## config.mk

```make
export PLATFORM = sky130hd
export DESIGN_NAME = clk_div_monitor
export DESIGN_NICKNAME = d
export VERILOG_FILES = /design/src/rtl/clk_div_monitor.sv
export SDC_FILE = /design/constraint.sdc
export NUM_CORES = 1
export LEC_CHECK = 0
export ABC_AREA = 1
export CELL_PAD_IN_SITES_DETAIL_PLACEMENT = 1
export CELL_PAD_IN_SITES_GLOBAL_PLACEMENT = 2
export CORE_ASPECT_RATIO = 0.75
export CORE_MARGIN = 1
export CORE_UTILIZATION = 39
export DETAILED_ROUTE_END_ITERATION = 7
export DONT_BUFFER_PORTS = 1
export PLACE_DENSITY = 0.89
export SKIP_LAST_GASP = 1
export SYNTH_ARGS = -nofsm -noshare
export SYNTH_HDL_FRONTEND = slang
export SYNTH_SLANG_ARGS = --single-unit
```

## constraint.sdc

```tcl
create_clock -name clk -period 4.3 [get_ports clk]
set_input_delay 0.43 -clock clk [delete_from_list [all_inputs] [get_ports clk]]
set_output_delay 0.43 -clock clk [all_outputs]
set_load 0.005 [all_outputs]
```

## src/rtl/clk_div_monitor.sv

```systemverilog
// clk_div_monitor
//    Samples a divided clock (clk_in) as data in the clk domain. It measures the
//    rise-to-rise period and the high time of clk_in, checks each measurement
//    against EXP_PERIOD +/- TOL, and tracks lock. It also reports a stuck clk_in
//    once TIMEOUT cycles pass without a rise.
//
// Ports
//    clk        sole clock, rising edge
//    rst        synchronous active-high reset
//    clk_in     divided clock under test
//    locked     high while in LOCKED
//    meas_vld   one-cycle pulse when period_o/high_o update
//    period_o   last measured period (clk cycles)
//    high_o     last measured high time (clk cycles)
//    err_pulse  one-cycle pulse on a bad period while LOCKED
//    stuck      one-cycle pulse on timeout
//    err_cnt    saturating count of err_pulse events
//
// state     | meaning
// ST_IDLE   | waiting for the first rise; that rise only starts the counter
// ST_ACQ    | counting consecutive good periods toward lock
// ST_LOCKED | LOCK_CNT good periods seen; a bad one flags an error
// ST_ERROR  | bad period seen while locked; waits for a good one
module clk_div_monitor #(
   parameter int CNT_W      = 8,
   parameter int EXP_PERIOD = 5,
   parameter int TOL        = 1,
   parameter int LOCK_CNT   = 4,
   parameter int TIMEOUT    = 32
) (
   input  logic             clk,
   input  logic             rst,
   input  logic             clk_in,
   output logic             locked,
   output logic             meas_vld,
   output logic [CNT_W-1:0] period_o,
   output logic [CNT_W-1:0] high_o,
   output logic             err_pulse,
   output logic             stuck,
   output logic [7:0]       err_cnt
);
   localparam int GC_W = $clog2(LOCK_CNT + 1);
   localparam logic [CNT_W-1:0] P_MIN  = CNT_W'(EXP_PERIOD - TOL);
   localparam logic [CNT_W-1:0] P_MAX  = CNT_W'(EXP_PERIOD + TOL);
   localparam logic [CNT_W-1:0] T_OUT  = CNT_W'(TIMEOUT);
   localparam logic [GC_W-1:0]  G_LOCK = GC_W'(LOCK_CNT);

   typedef enum logic [1:0] {ST_IDLE, ST_ACQ, ST_LOCKED, ST_ERROR} state_t;

   state_t           state, state_nxt;
   logic             s1, s2, s3;
   logic             rise, fall;
   logic [CNT_W-1:0] run_cnt;
   logic [CNT_W-1:0] hi_q;
   logic [GC_W-1:0]  good_cnt, good_nxt, good_inc;
   logic             good_meas;
   logic             meas_now, err_now, stuck_now;

   assign rise     = s2 & ~s3;
   assign fall     = ~s2 & s3;
   assign good_inc = good_cnt + GC_W'(1);
   assign locked   = (state == ST_LOCKED);

   // run_cnt holds the cycles elapsed since the last rise, so on the next rise
   // it equals the period, and on a fall it equals the high time.
   assign good_meas = (run_cnt >= P_MIN) && (run_cnt <= P_MAX) &&
                      (hi_q != '0) && (hi_q < run_cnt);

   always_ff @(posedge clk) begin
      if (rst) begin
         s1      <= 1'b0;
         s2      <= 1'b0;
         s3      <= 1'b0;
         run_cnt <= '0;
         hi_q    <= '0;
      end else begin
         s1 <= clk_in;
         s2 <= s1;
         s3 <= s2;
         if (rise)
            run_cnt <= CNT_W'(1);
         else if (run_cnt != '1)
            run_cnt <= run_cnt + CNT_W'(1);
         if (fall)
            hi_q <= run_cnt;
      end
   end

   always_ff @(posedge clk) begin
      if (rst) begin
         state    <= ST_IDLE;
         good_cnt <= '0;
      end else begin
         state    <= state_nxt;
         good_cnt <= good_nxt;
      end
   end

   always_comb begin
      state_nxt = state;
      good_nxt  = good_cnt;
      meas_now  = 1'b0;
      err_now   = 1'b0;
      stuck_now = 1'b0;
      case (state)
         ST_IDLE: begin
            if (rise) begin
               state_nxt = ST_ACQ;
               good_nxt  = '0;
            end
         end
         ST_ACQ: begin
            if (rise) begin
               meas_now = 1'b1;
               if (good_meas) begin
                  good_nxt = good_inc;
                  if (good_inc == G_LOCK)
                     state_nxt = ST_LOCKED;
               end else begin
                  good_nxt = '0;
               end
            end
         end
         ST_LOCKED: begin
            if (rise) begin
               meas_now = 1'b1;
               if (!good_meas) begin
                  state_nxt = ST_ERROR;
                  err_now   = 1'b1;
               end
            end
         end
         ST_ERROR: begin
            if (rise) begin
               meas_now = 1'b1;
               if (good_meas) begin
                  state_nxt = ST_ACQ;
                  good_nxt  = GC_W'(1);
               end
            end
         end
         default: state_nxt = ST_IDLE;
      endcase
      // A rise on the timeout cycle is a legitimate (long) period, so it wins.
      if (state != ST_IDLE && !rise && run_cnt == T_OUT) begin
         state_nxt = ST_IDLE;
         good_nxt  = '0;
         stuck_now = 1'b1;
      end
   end

   always_ff @(posedge clk) begin
      if (rst) begin
         meas_vld  <= 1'b0;
         period_o  <= '0;
         high_o    <= '0;
         err_pulse <= 1'b0;
         stuck     <= 1'b0;
         err_cnt   <= '0;
      end else begin
         meas_vld  <= meas_now;
         err_pulse <= err_now;
         stuck     <= stuck_now;
         if (meas_now) begin
            period_o <= run_cnt;
            high_o   <= hi_q;
         end
         if (err_now && err_cnt != 8'hFF)
            err_cnt <= err_cnt + 8'd1;
      end
   end
endmodule

```

Word-level counts from Yosys, hierarchy flattened
Index checks and enable logic that the tools add are counted.

Add/subtract/negate cells: 3. Multiply operators: 0. Divide/modulo/power cells: 0. Magnitude comparators: 3. Equality and inequality tests: 15. Shift operators: 0. Mux-type cells: 23. Bitwise operators: 4. Reduce and logical (&&, ||, !) cells: 17.

Operator list (number): 8-bit by 1-bit adder with 8-bit output (second input constant) (2); 2-bit two-way mux (8); 8-bit != test (second input constant) (2); 3-bit two-way mux (5); 2-bit != test (second input constant) (7); 3-bit one-hot mux with 3 select lines (1); 8-bit by 6-bit equality test with 1-bit output (second input constant) (1); 8-bit by 3-bit >= comparator with 1-bit output (second input constant) (1); 8-bit by 3-bit <= comparator with 1-bit output (second input constant) (1); 8-bit < comparator (1); 1-bit two-way mux (8); 2-bit one-hot mux with 4 select lines (1); 8-bit AND reduction (1); 8-bit nonzero test (1); 1-bit logical AND (6); 5-bit AND reduction (1); 2-bit equality test (second input constant) (2); 2-bit nonzero test (2); 2-bit OR reduction (2); 3-bit by 1-bit adder with 3-bit output (second input constant) (1); 3-bit equality test (second input constant) (1); 3-bit nonzero test (1); 3-bit OR reduction (1); 1-bit AND (2); other kinds (5) (6).

Flip-flop bits (word level): 51. Latch bits: 0. RAM bits: 0. Bits in read-only memories: 0. Bits of input ports: 3. Output and inout port bits: 28. Logic and storage cells: 79. Memories: 0.

Depth between registers and ports, before layout
Gate-level depths: netlist of the first run.

Depth after elaboration: 8. Mapped depth: 14. Depth with buffers taken out: 14.

Worst setup path after synthesis of the first run
OpenSTA, ideal clock, no wires.

Kind: register -> register. From: reg run_cnt[7]. To: reg err_cnt[0]. Library setup time: 0.114 ns. Arrival time: 1.592 ns. Data required time: 4.186 ns. Path slack: 2.594 ns. Stages on the path, launching flop included: 15. Buffers on the path: 0. Clock period less this slack: 1.706 ns. Path through: dfxtp_1 -> inv_2 -> ha_1 -> nand2_1 -> nand2_1 -> nor2_1 -> nand2_1 -> nor2_2 -> nand2_2 -> nor2_4 -> nor2_8 -> nand3_4 -> nand2_1 -> nand2_1 -> nor2_1.

Word-level cells in the longest chain between the ends: 8. Elaborated cells on any way between the ends: 10. Those cells by class: order compare: 3; mux: 3; reduce/logical: 4.

RTL lines: start: declaration (RTL line 53) `logic [CNT_W-1:0] run_cnt;`; start signal: assignment (RTL line 83) `run_cnt <= run_cnt + CNT_W'(1);`; 8-bit by 3-bit >= comparator with 1-bit output or 8-bit by 3-bit <= comparator with 1-bit output (tied branches) (RTL line 66) `assign good_meas = (run_cnt >= P_MIN) && (run_cnt <= P_MAX) &&`; 1-bit logical AND (2 in series) (RTL line 66); 1-bit logical AND * (RTL line 67) `(hi_q != '0) && (hi_q < run_cnt);`; 1-bit two-way mux * (RTL line 127) `if (!good_meas) begin`; 1-bit two-way mux * (RTL line 125) `if (rise) begin`; 1-bit two-way mux * (RTL line 105) `case (state)`; 1-bit logical AND * (RTL line 168) `if (err_now && err_cnt != 8'hFF)`; end signal: assignment (RTL line 169) `err_cnt <= err_cnt + 8'd1;`; end: declaration (RTL line 40) `output logic [7:0] err_cnt`.

Every way passes the cells marked *; elsewhere a longest branch is shown, timed or not. A chain may end at the register's enable or synchronous reset.

Worst setup path in the final report of the first run
From: reg state[0]. To: reg period_o[5].

Word-level cells in the longest chain between the ends: 3. Elaborated cells on any way between the ends: 5. Those cells by class: eq/ne: 3; mux: 1; reduce/logical: 1.

RTL lines: start: declaration (RTL line 50) `state_t state, state_nxt;`; start signal: assignment (RTL line 94) `state <= state_nxt;`; 2-bit equality test or 2-bit by 1-bit equality test with 1-bit output (tied branches) (RTL line 105); 3-bit OR reduction (no line) *; 1-bit two-way mux *; end signal: assignment (RTL line 165) `period_o <= run_cnt;`; end: declaration (RTL line 36) `output logic [CNT_W-1:0] period_o,`.

Marks and branches as above.

==> flow_summary.rst, run 1 <==
.. list-table::
   :header-rows: 1

   * - Metric
     - Value
   * - Leakage component of the power
     - 0.00112 uW
   * - Number of global-route vias before repair
     - 2,086
   * - Switching power share of the total
     - 34.5%
   * - Share of layout cells above drive strength 1
     - 14.8%
   * - EDFF count, synth
     - 0
   * - Insertion delay of the later-clocked pin in the worst-skew pair
     - 0.31 ns
   * - Yosys top cell by area
     - sky130_fd_sc_hd__dfxtp_1
   * - Kind of end point of the critical path
     - flip-flop
   * - Worst-path clk slew
     - 0.10 ns
   * - Buffer depth of the longest clock path
     - 2
   * - Proportion of register bits with asynchronous set or reset after synthesis
     - 0%
   * - Antenna Cells
     - 0
   * - Combinational power share
     - 22.5%
   * - Number of post-CTS setup repair buffers
     - 0
   * - # resized after CTS
     - 0
   * - Final Hold Violating Endpoints
     - 0
   * - Final ANT Viol Nets
     - 0
   * - Crit path max-delay cell type
     - sky130_fd_sc_hd__nor2_2
   * - Number of unique standard cell types used by synthesis
     - 29
   * - Initial core utilization
     - 41.6%
   * - Critical path, cell by cell
     - inv_1, ha_1, nor2_2, inv_2, nor2_1, nand2_1, nand2_1
   * - Synth Flop Type
     - sky130_fd_sc_hd__dfxtp_1
   * - Total via count after detailed routing
     - 2,085
   * - Final design utilization
     - 44.2%
   * - Largest net degree at the start of global routing
     - 27
   * - Final GP Congestion
     - 0.755
   * - Number of nets in the synthesized netlist
     - 344
   * - Mapped cell area
     - 0.00249 sq mm
   * - Setup skew after layout
     - 0.00861 ns
   * - Clock power share
     - 26.7%
   * - Core area
     - 0.00598 sq mm
   * - TritonCTS clock tree
     - done
   * - Total Routed Length
     - 5.98 mm
   * - CTS Buf Count
     - 5
   * - Detailed-router iteration count before antenna repair
     - 4
   * - Number of levels the H-tree was split into
     - 2
   * - Num Clock Sinks
     - 51
   * - Global-route usage over all layers
     - 19.7%
   * - Post-Route Setup TNS
     - 0 ns
   * - Sequential share of power
     - 50.7%
   * - Violation count after the first detailed-routing iteration
     - 51
   * - Sequential area share after synthesis
     - 41.1%
   * - Clock root buffer master
     - sky130_fd_sc_hd__clkbuf_8
   * - Final period demand of the worst path
     - 2.22 ns
   * - Critical path startpoint category
     - flip-flop
   * - Largest vdd supply drop
     - 0.161 mV
   * - First-pass GRT wire length
     - 10.3 mm
   * - Hold buffer count at CTS
     - 0
   * - Rows
     - 24
   * - Largest stage delay on the critical path
     - 0.72 ns
   * - Most used cell, CP
     - sky130_fd_sc_hd__nand2_1
   * - Mean instance size in the synthesized netlist
     - 7.67 sq um
   * - PortBufs
     - 0
   * - Placed insts
     - 394
   * - Setup repair after global routing missed its margin
     - false
   * - Routed wire per std cell
     - 14.9 um
   * - # Max-Cap Violations
     - 0
   * - Max Clock Freq
     - 450 MHz
   * - Post-route DRC
     - 0
   * - Antenna violations before repair
     - 0
   * - Power Density
     - 411 mW/mm^2
   * - Number of standard cells in the final layout excluding fillers
     - 402
   * - Power after layout
     - 1090 uW
   * - Top-area cell type share of the netlist area
     - 41.1%
   * - Int Pwr
     - 711 uW
   * - Switching component of the power
     - 374 uW
   * - Final max-slew violation count
     - 0
   * - Portion of the clock cycle consumed by the worst path in the final layout
     - 51.6%
   * - Flip-flop and latch count after synthesis
     - 51
   * - Cell types with the largest area share after synthesis
     - sky130_fd_sc_hd__dfxtp_1 (41%), sky130_fd_sc_hd__ha_1 (8.6%), sky130_fd_sc_hd__nor2_1 (7.2%), sky130_fd_sc_hd__nand2_1 (6.2%), sky130_fd_sc_hd__a21oi_1 (5.8%)
   * - Setup Crit Path Kind
     - flip-flop to flip-flop
   * - Hold Crit Class
     - primary input to flip-flop
   * - Worst slew slack as a fraction of its limit
     - 35.4%
   * - Synth warnings
     - 0
   * - Number of nets in the finished design
     - 343
   * - I/O pins
     - 31
   * - DR vias/cell
     - 5.19
   * - Die height
     - 71.1 um
   * - Area enclosed by the die boundary
     - 0.00670 sq mm
   * - Floorplan die width
     - 94.2 um
   * - Final number of setup-violating endpoints
     - 0
   * - Final global-route overflow total
     - 0
   * - Layout-stage area growth over the synthesis result
     - 6.14%
   * - Detailed placement HPWL
     - 4.42 mm
   * - Worst Tran Pin Value
     - 0.966 ns
   * - Maximum fanout along the worst path
     - 24
   * - Status
     - finished clean
   * - Arrival time at the worst endpoint
     - 2.48 ns
   * - Data required time of the critical path
     - 4.56 ns
   * - Post-Syn Instances
     - 324
stage by stage:
step | instance area [sq um] | hold WS [ns] | worst slack, ns
2_1_floorplan | 2490 | 0.388 | 2.59
3_3_place_gp | 2550 | 0.407 | 2.07
3_5_place_dp | 2550 | 0.412 | 2.11
4_1_cts | 2640 | 0.160 | 2.06
6_report | 2640 | 0.170 | 2.08
5_1_grt | 2640 | 0.145 | 1.78
power by group through the flow:
stage	combinational [uW]	sequential (uW)	clock [uW]
floorplan	195	549	0
global placement	237	560	0
detailed placement	239	561	0
CTS	243	551	298
global route	280	556	317
finish	245	551	290
layer usage:
| metal | part of all wire, % | vias to the layer above | global-route usage (%) |
|---|---|---|---|
| met5 | 0 | - | 0 |
| met4 | 0.84 | 0 | 4.79 |
| met3 | 4.2 | 7 | 4.62 |
| met2 | 43 | 30 | 29.4 |
| met1 | 52 | 1000 | 28.5 |
| li1 | - | 1048 | - |
cell families after synthesis:
logic type,Yosys count,synth area share [%]
compound gates,67,14.5
xor+xnor,8,2.82
fa+ha+maj,17,8.56
buf+inv,49,7.60
flops,51,41.1
simple gates,132,25.4
cell usage after synthesis, drive strengths merged, types with 3 or more instances:
cell    count
dfxtp      51
a21oi      35
o21ai      30
clkbuf      4
xnor2       3
xor2        5
buf         4
nand3      11
inv        41
nor2       54
nor3        5
nand4       8
nand2      51
ha         17
critical path, delay by kind of cell (launching register included):
| kind | cells | cell delay, ns |
|---|---|---|
| simple gates | 4 | 1.19 |
| fa+ha+maj | 1 | 0.24 |
| flops | 1 | 0.44 |
| buf+inv | 2 | 0.31 |
state kept, by name, summed over array words and instances (netlist names), 2 cells and up:
name,cells
period_o,8
hi_q,8
run_cnt,8
err_cnt,8
state,2
high_o,8
good_cnt,3
placed cells by master, fill, tap and decap left out:
cell type	Yosys	routed
sky130_fd_sc_hd__dfxtp_1	51	51
sky130_fd_sc_hd__nor2_1	48	48
sky130_fd_sc_hd__nand2_1	41	41
sky130_fd_sc_hd__a21oi_1	29	29
sky130_fd_sc_hd__inv_1	25	25
sky130_fd_sc_hd__o21ai_1	18	18
sky130_fd_sc_hd__ha_1	17	17
sky130_fd_sc_hd__inv_2	16	16
sky130_fd_sc_hd__o21ai_0	12	12
sky130_fd_sc_hd__nand3_1	10	10
sky130_fd_sc_hd__nand2_2	10	10
sky130_fd_sc_hd__nand4_1	8	8
sky130_fd_sc_hd__a21oi_2	6	6
sky130_fd_sc_hd__xor2_1	5	5
sky130_fd_sc_hd__clkbuf_8	0	5
sky130_fd_sc_hd__nor2_2	4	4
sky130_fd_sc_hd__xnor2_1	3	3
sky130_fd_sc_hd__nor3_1	3	3
sky130_fd_sc_hd__clkinv_4	0	2
sky130_fd_sc_hd__nand3b_1	1	1
sky130_fd_sc_hd__nor4_1	1	1
sky130_fd_sc_hd__nor2_4	1	1
sky130_fd_sc_hd__nor2_8	1	1
sky130_fd_sc_hd__nand3_4	1	1
sky130_fd_sc_hd__nor3_2	1	1
sky130_fd_sc_hd__nor3_4	1	1
sky130_fd_sc_hd__or2_1	1	1
sky130_fd_sc_hd__a211oi_1	1	1
sky130_fd_sc_hd__o22ai_1	1	1
sky130_fd_sc_hd__clkbuf_1	4	1
final cells by class:
class / instances / area, sq um
flip-flops and latches: 51 / 1020
fillers: 772 / 3340
clock inverters: 2 / 17.5
well taps: 78 / 97.6
multi-input cells: 224 / 1280
clock buffers: 6 / 72.6
inverters: 41 / 154
path summary, 6_finish.rpt:
check / startpoint / endpoint / slack, ns / depth (start not counted)
worst max-delay path: state[0]$_SDFFE_PP0P_ / period_o[5]$_SDFFE_PP0P_ / 2.08 / 7
worst min-delay path: rst / err_cnt[3]$_SDFFE_PP0P_ / 0.17 / 1
worst max register to register: state[0]$_SDFFE_PP0P_ / period_o[5]$_SDFFE_PP0P_ / 2.08 / 7
worst min register to register: s1$_SDFF_PP0_ / s2$_SDFF_PP0_ / 0.42 / 2
Power figures use the tool's default switching activity.
==> run 2, diff against run 1 <==
--- a/config.mk
+++ b/config.mk
@@ -10,10 +10,10 @@
 export CELL_PAD_IN_SITES_GLOBAL_PLACEMENT = 2
 export CORE_ASPECT_RATIO = 0.75
 export CORE_MARGIN = 1
-export CORE_UTILIZATION = 39
+export CORE_UTILIZATION = 36
 export DETAILED_ROUTE_END_ITERATION = 7
 export DONT_BUFFER_PORTS = 1
-export PLACE_DENSITY = 0.89
+export PLACE_DENSITY = 0.84
 export SKIP_LAST_GASP = 1
 export SYNTH_ARGS = -nofsm -noshare
 export SYNTH_HDL_FRONTEND = slang
==> constraint.sdc (replaced) <==
create_clock -name clk -period 2.29 [get_ports clk]
set_input_delay 0.229 -clock clk [delete_from_list [all_inputs] [get_ports clk]]
set_output_delay 0.229 -clock clk [all_outputs]
set_load 0.005 [all_outputs]
==> run 2 against run 1 <==
Register-to-register slack lost 1.8 ns; clock power increased by 89%; clock skew shrank 0.00061 ns; core utilization fell by 2.6 points; combinational power up 91%; wire length rose by 2.2%; power increased by 88%; clock-buffer cell count shrank 1; highest routed layer unchanged; global-route usage shrank 1.5 points; final cell count is 2.0% higher; fmax rose by 10%; sequential power up 87%; largest cell class unchanged.
==> flow_summary.rst, run 2 (synthesis results as in run 1) <==
.. list-table::
   :header-rows: 1

   * - Metric
     - Value
   * - Post-route DRC
     - 0
   * - Capture point of the worst path
     - state[0]$_SDFFE_PP0P_
   * - Die height
     - 74.0 um
   * - Met2 track demand over resource
     - 26.1%
   * - Global-route usage over all layers
     - 18.2%
   * - # Max-Cap Violations
     - 0
   * - Initial core utilization
     - 38.4%
   * - Critical path startpoint category
     - flip-flop
   * - Final GP Congestion
     - 0.779
   * - Worst Reg-to-Reg Cells
     - 12
   * - Num Clock Sinks
     - 51
   * - Final number of setup-violating endpoints
     - 0
   * - Hold wc startpoint
     - clk_in
   * - Worst Tran Pin Value
     - 0.740 ns
   * - Worst-path clk slew
     - 0.10 ns
   * - CTS Buf Count
     - 5
   * - R2R Path Start
     - run_cnt[5]$_SDFFE_PP0P_
   * - PortBufs
     - 0
   * - Critical R2R Capture
     - state[0]$_SDFFE_PP0P_
   * - Hold Crit Class
     - primary input to flip-flop
   * - TritonCTS clock tree
     - done
   * - Detailed placement HPWL
     - 4.38 mm
   * - Worst slew slack as a fraction of its limit
     - 50.6%
   * - Final global-route overflow total
     - 0
   * - Met3 GRT Util
     - 4.23%
   * - I/O pins
     - 31
   * - Leading cell type in the layout, fill and taps excluded
     - sky130_fd_sc_hd__dfxtp_1
   * - Final period demand of the worst path
     - 2.01 ns
   * - DR vias/cell
     - 5.03
   * - Rows
     - 25
   * - Setup skew after layout
     - 0.00801 ns
   * - Total Routed Length
     - 6.11 mm
   * - Register-to-register path setup slack
     - 0.28 ns
   * - Total non-filler cell area in the finished layout
     - 0.00269 sq mm
   * - Final ANT Viol Nets
     - 0
   * - Kind of end point of the critical path
     - flip-flop
   * - Number of global-route vias before repair
     - 2,040
   * - First-pass GRT wire length
     - 10.3 mm
   * - Top Usage Layer GRT
     - met1
   * - Core area
     - 0.00647 sq mm
   * - Largest net degree at the start of global routing
     - 27
   * - Area enclosed by the die boundary
     - 0.00725 sq mm
   * - Number of post-CTS setup repair buffers
     - 0
   * - Met1 global-route usage
     - 26.9%
   * - Layout-stage area growth over the synthesis result
     - 8.15%
   * - Post-Route Setup TNS
     - 0 ns
   * - Violation count after the first detailed-routing iteration
     - 66
   * - Max Clock Freq
     - 498 MHz
   * - Antenna Cells
     - 0
   * - Number of levels the H-tree was split into
     - 2
   * - Maximum fanout along the worst path
     - 5
   * - Setup repair after global routing missed its margin
     - false
   * - Power Density
     - 760 mW/mm^2
   * - Portion of the clock cycle consumed by the worst path in the final layout
     - 87.8%
   * - Startpoint of the most critical setup path
     - run_cnt[5]$_SDFFE_PP0P_
   * - Clock root buffer master
     - sky130_fd_sc_hd__clkbuf_8
   * - Antenna violations before repair
     - 0
   * - Insertion delay of the later-clocked pin in the worst-skew pair
     - 0.31 ns
   * - Final Hold Violating Endpoints
     - 0
   * - Setup Crit Path Kind
     - flip-flop to flip-flop
   * - Leakage component of the power
     - 0.00115 uW
   * - Placed inst area
     - 0.00258 sq mm
   * - Largest vdd supply drop
     - 0.347 mV
   * - Detailed-router iteration count before antenna repair
     - 4
   * - Share of layout cells above drive strength 1
     - 16.7%
   * - Final max-slew violation count
     - 0
   * - Floorplan die width
     - 98.0 um
   * - Status
     - finished clean
   * - Number of nets in the finished design
     - 348
   * - Total via count after detailed routing
     - 2,063
   * - Filler cells
     - 815
   * - Arrival time at the worst endpoint
     - 2.22 ns
   * - Buffer depth of the longest clock path
     - 2
   * - Data required time of the critical path
     - 2.50 ns
   * - Routed wire per std cell
     - 14.9 um
   * - Most frequent cells in the layout
     - sky130_fd_sc_hd__dfxtp_1 (50), sky130_fd_sc_hd__nor2_1 (48), sky130_fd_sc_hd__nand2_1 (41), sky130_fd_sc_hd__a21oi_1 (29), sky130_fd_sc_hd__inv_1 (25)
-- run 2: worst min-delay path by stage --
stage                              endpoint  slack, ns  cells after the start
floorplan                     s1$_SDFF_PP0_       0.34                      2
global placement    err_cnt[6]$_SDFFE_PP0P_       0.30                      1
detailed placement  err_cnt[7]$_SDFFE_PP0P_       0.30                      1
CTS                           s1$_SDFF_PP0_       0.01                      2
global route                  s1$_SDFF_PP0_       0.03                      2
finish                        s1$_SDFF_PP0_       0.02                      2
-- run 2: worst max-delay path, stage by stage, from the launching register on --
cell                      delay, ns
sky130_fd_sc_hd__dfxtp_2       0.43
sky130_fd_sc_hd__inv_2         0.11
sky130_fd_sc_hd__ha_1          0.32
sky130_fd_sc_hd__nand2_1       0.07
sky130_fd_sc_hd__inv_1         0.03
sky130_fd_sc_hd__o21ai_1       0.21
sky130_fd_sc_hd__nand3_1       0.23
sky130_fd_sc_hd__nand2_2       0.14
sky130_fd_sc_hd__nand2_2       0.09
sky130_fd_sc_hd__nand2_2       0.11
sky130_fd_sc_hd__nand3_1       0.07
sky130_fd_sc_hd__nand2_1       0.07
sky130_fd_sc_hd__nor2_1        0.04
-- run 2: timing repair --
action | 4_1_cts | 5_1_grt
gates resized for setup | 0 | 2
endpoints found under the setup margin | 0 | 3
hold buffers | 1 | 0
hold endpoints to repair | 13 | 0
-- run 2: layout make-up --
type	instances	area [sq um]	share of cell area, %
tap	81	101	3.77
sequential	51	1020	38.0
multi-input combinational	224	1280	47.6
inverter	41	154	5.72
timing repair buffer	5	40.0	1.49
clock buffer	5	68.8	2.56
clock inverter	3	22.5	0.838
-- run 2: per-layer routing --
metal | part of all wire [%] | up-vias | wire (um)
li1 | - | 1058 | -
met1 | 55 | 973 | 3380
met2 | 40 | 26 | 2440
met3 | 3.6 | 6 | 220
met4 | 1.1 | 0 | 66
met5 | 0 | - | 0
-- run 2: through the flow --
step	power [uW]	worst slack [ns]	hold slack, ns	std cells	utilization, %
after detailed placement	1510	0.178	0.299	401	39.9
final	2040	0.280	0.0182	410	41.5
after global routing	2180	0.0666	0.0322	410	41.5
after global placement	1500	0.202	0.300	401	39.9
after floorplan	1400	0.584	0.336	324	-
after CTS	2050	0.155	0.0138	410	41.4
-- run 2: power by group --
| group | total [uW] | internal [uW] | switching [uW] | leakage (uW) |
|---|---|---|---|---|
| Sequential | 1030 | 961 | 66.8 | 0.000415 |
| Combinational | 468 | 163 | 305 | 0.000683 |
| Clock | 547 | 220 | 327 | 0.0000485 |
| Total | 2040 | 1340 | 699 | 0.00115 |
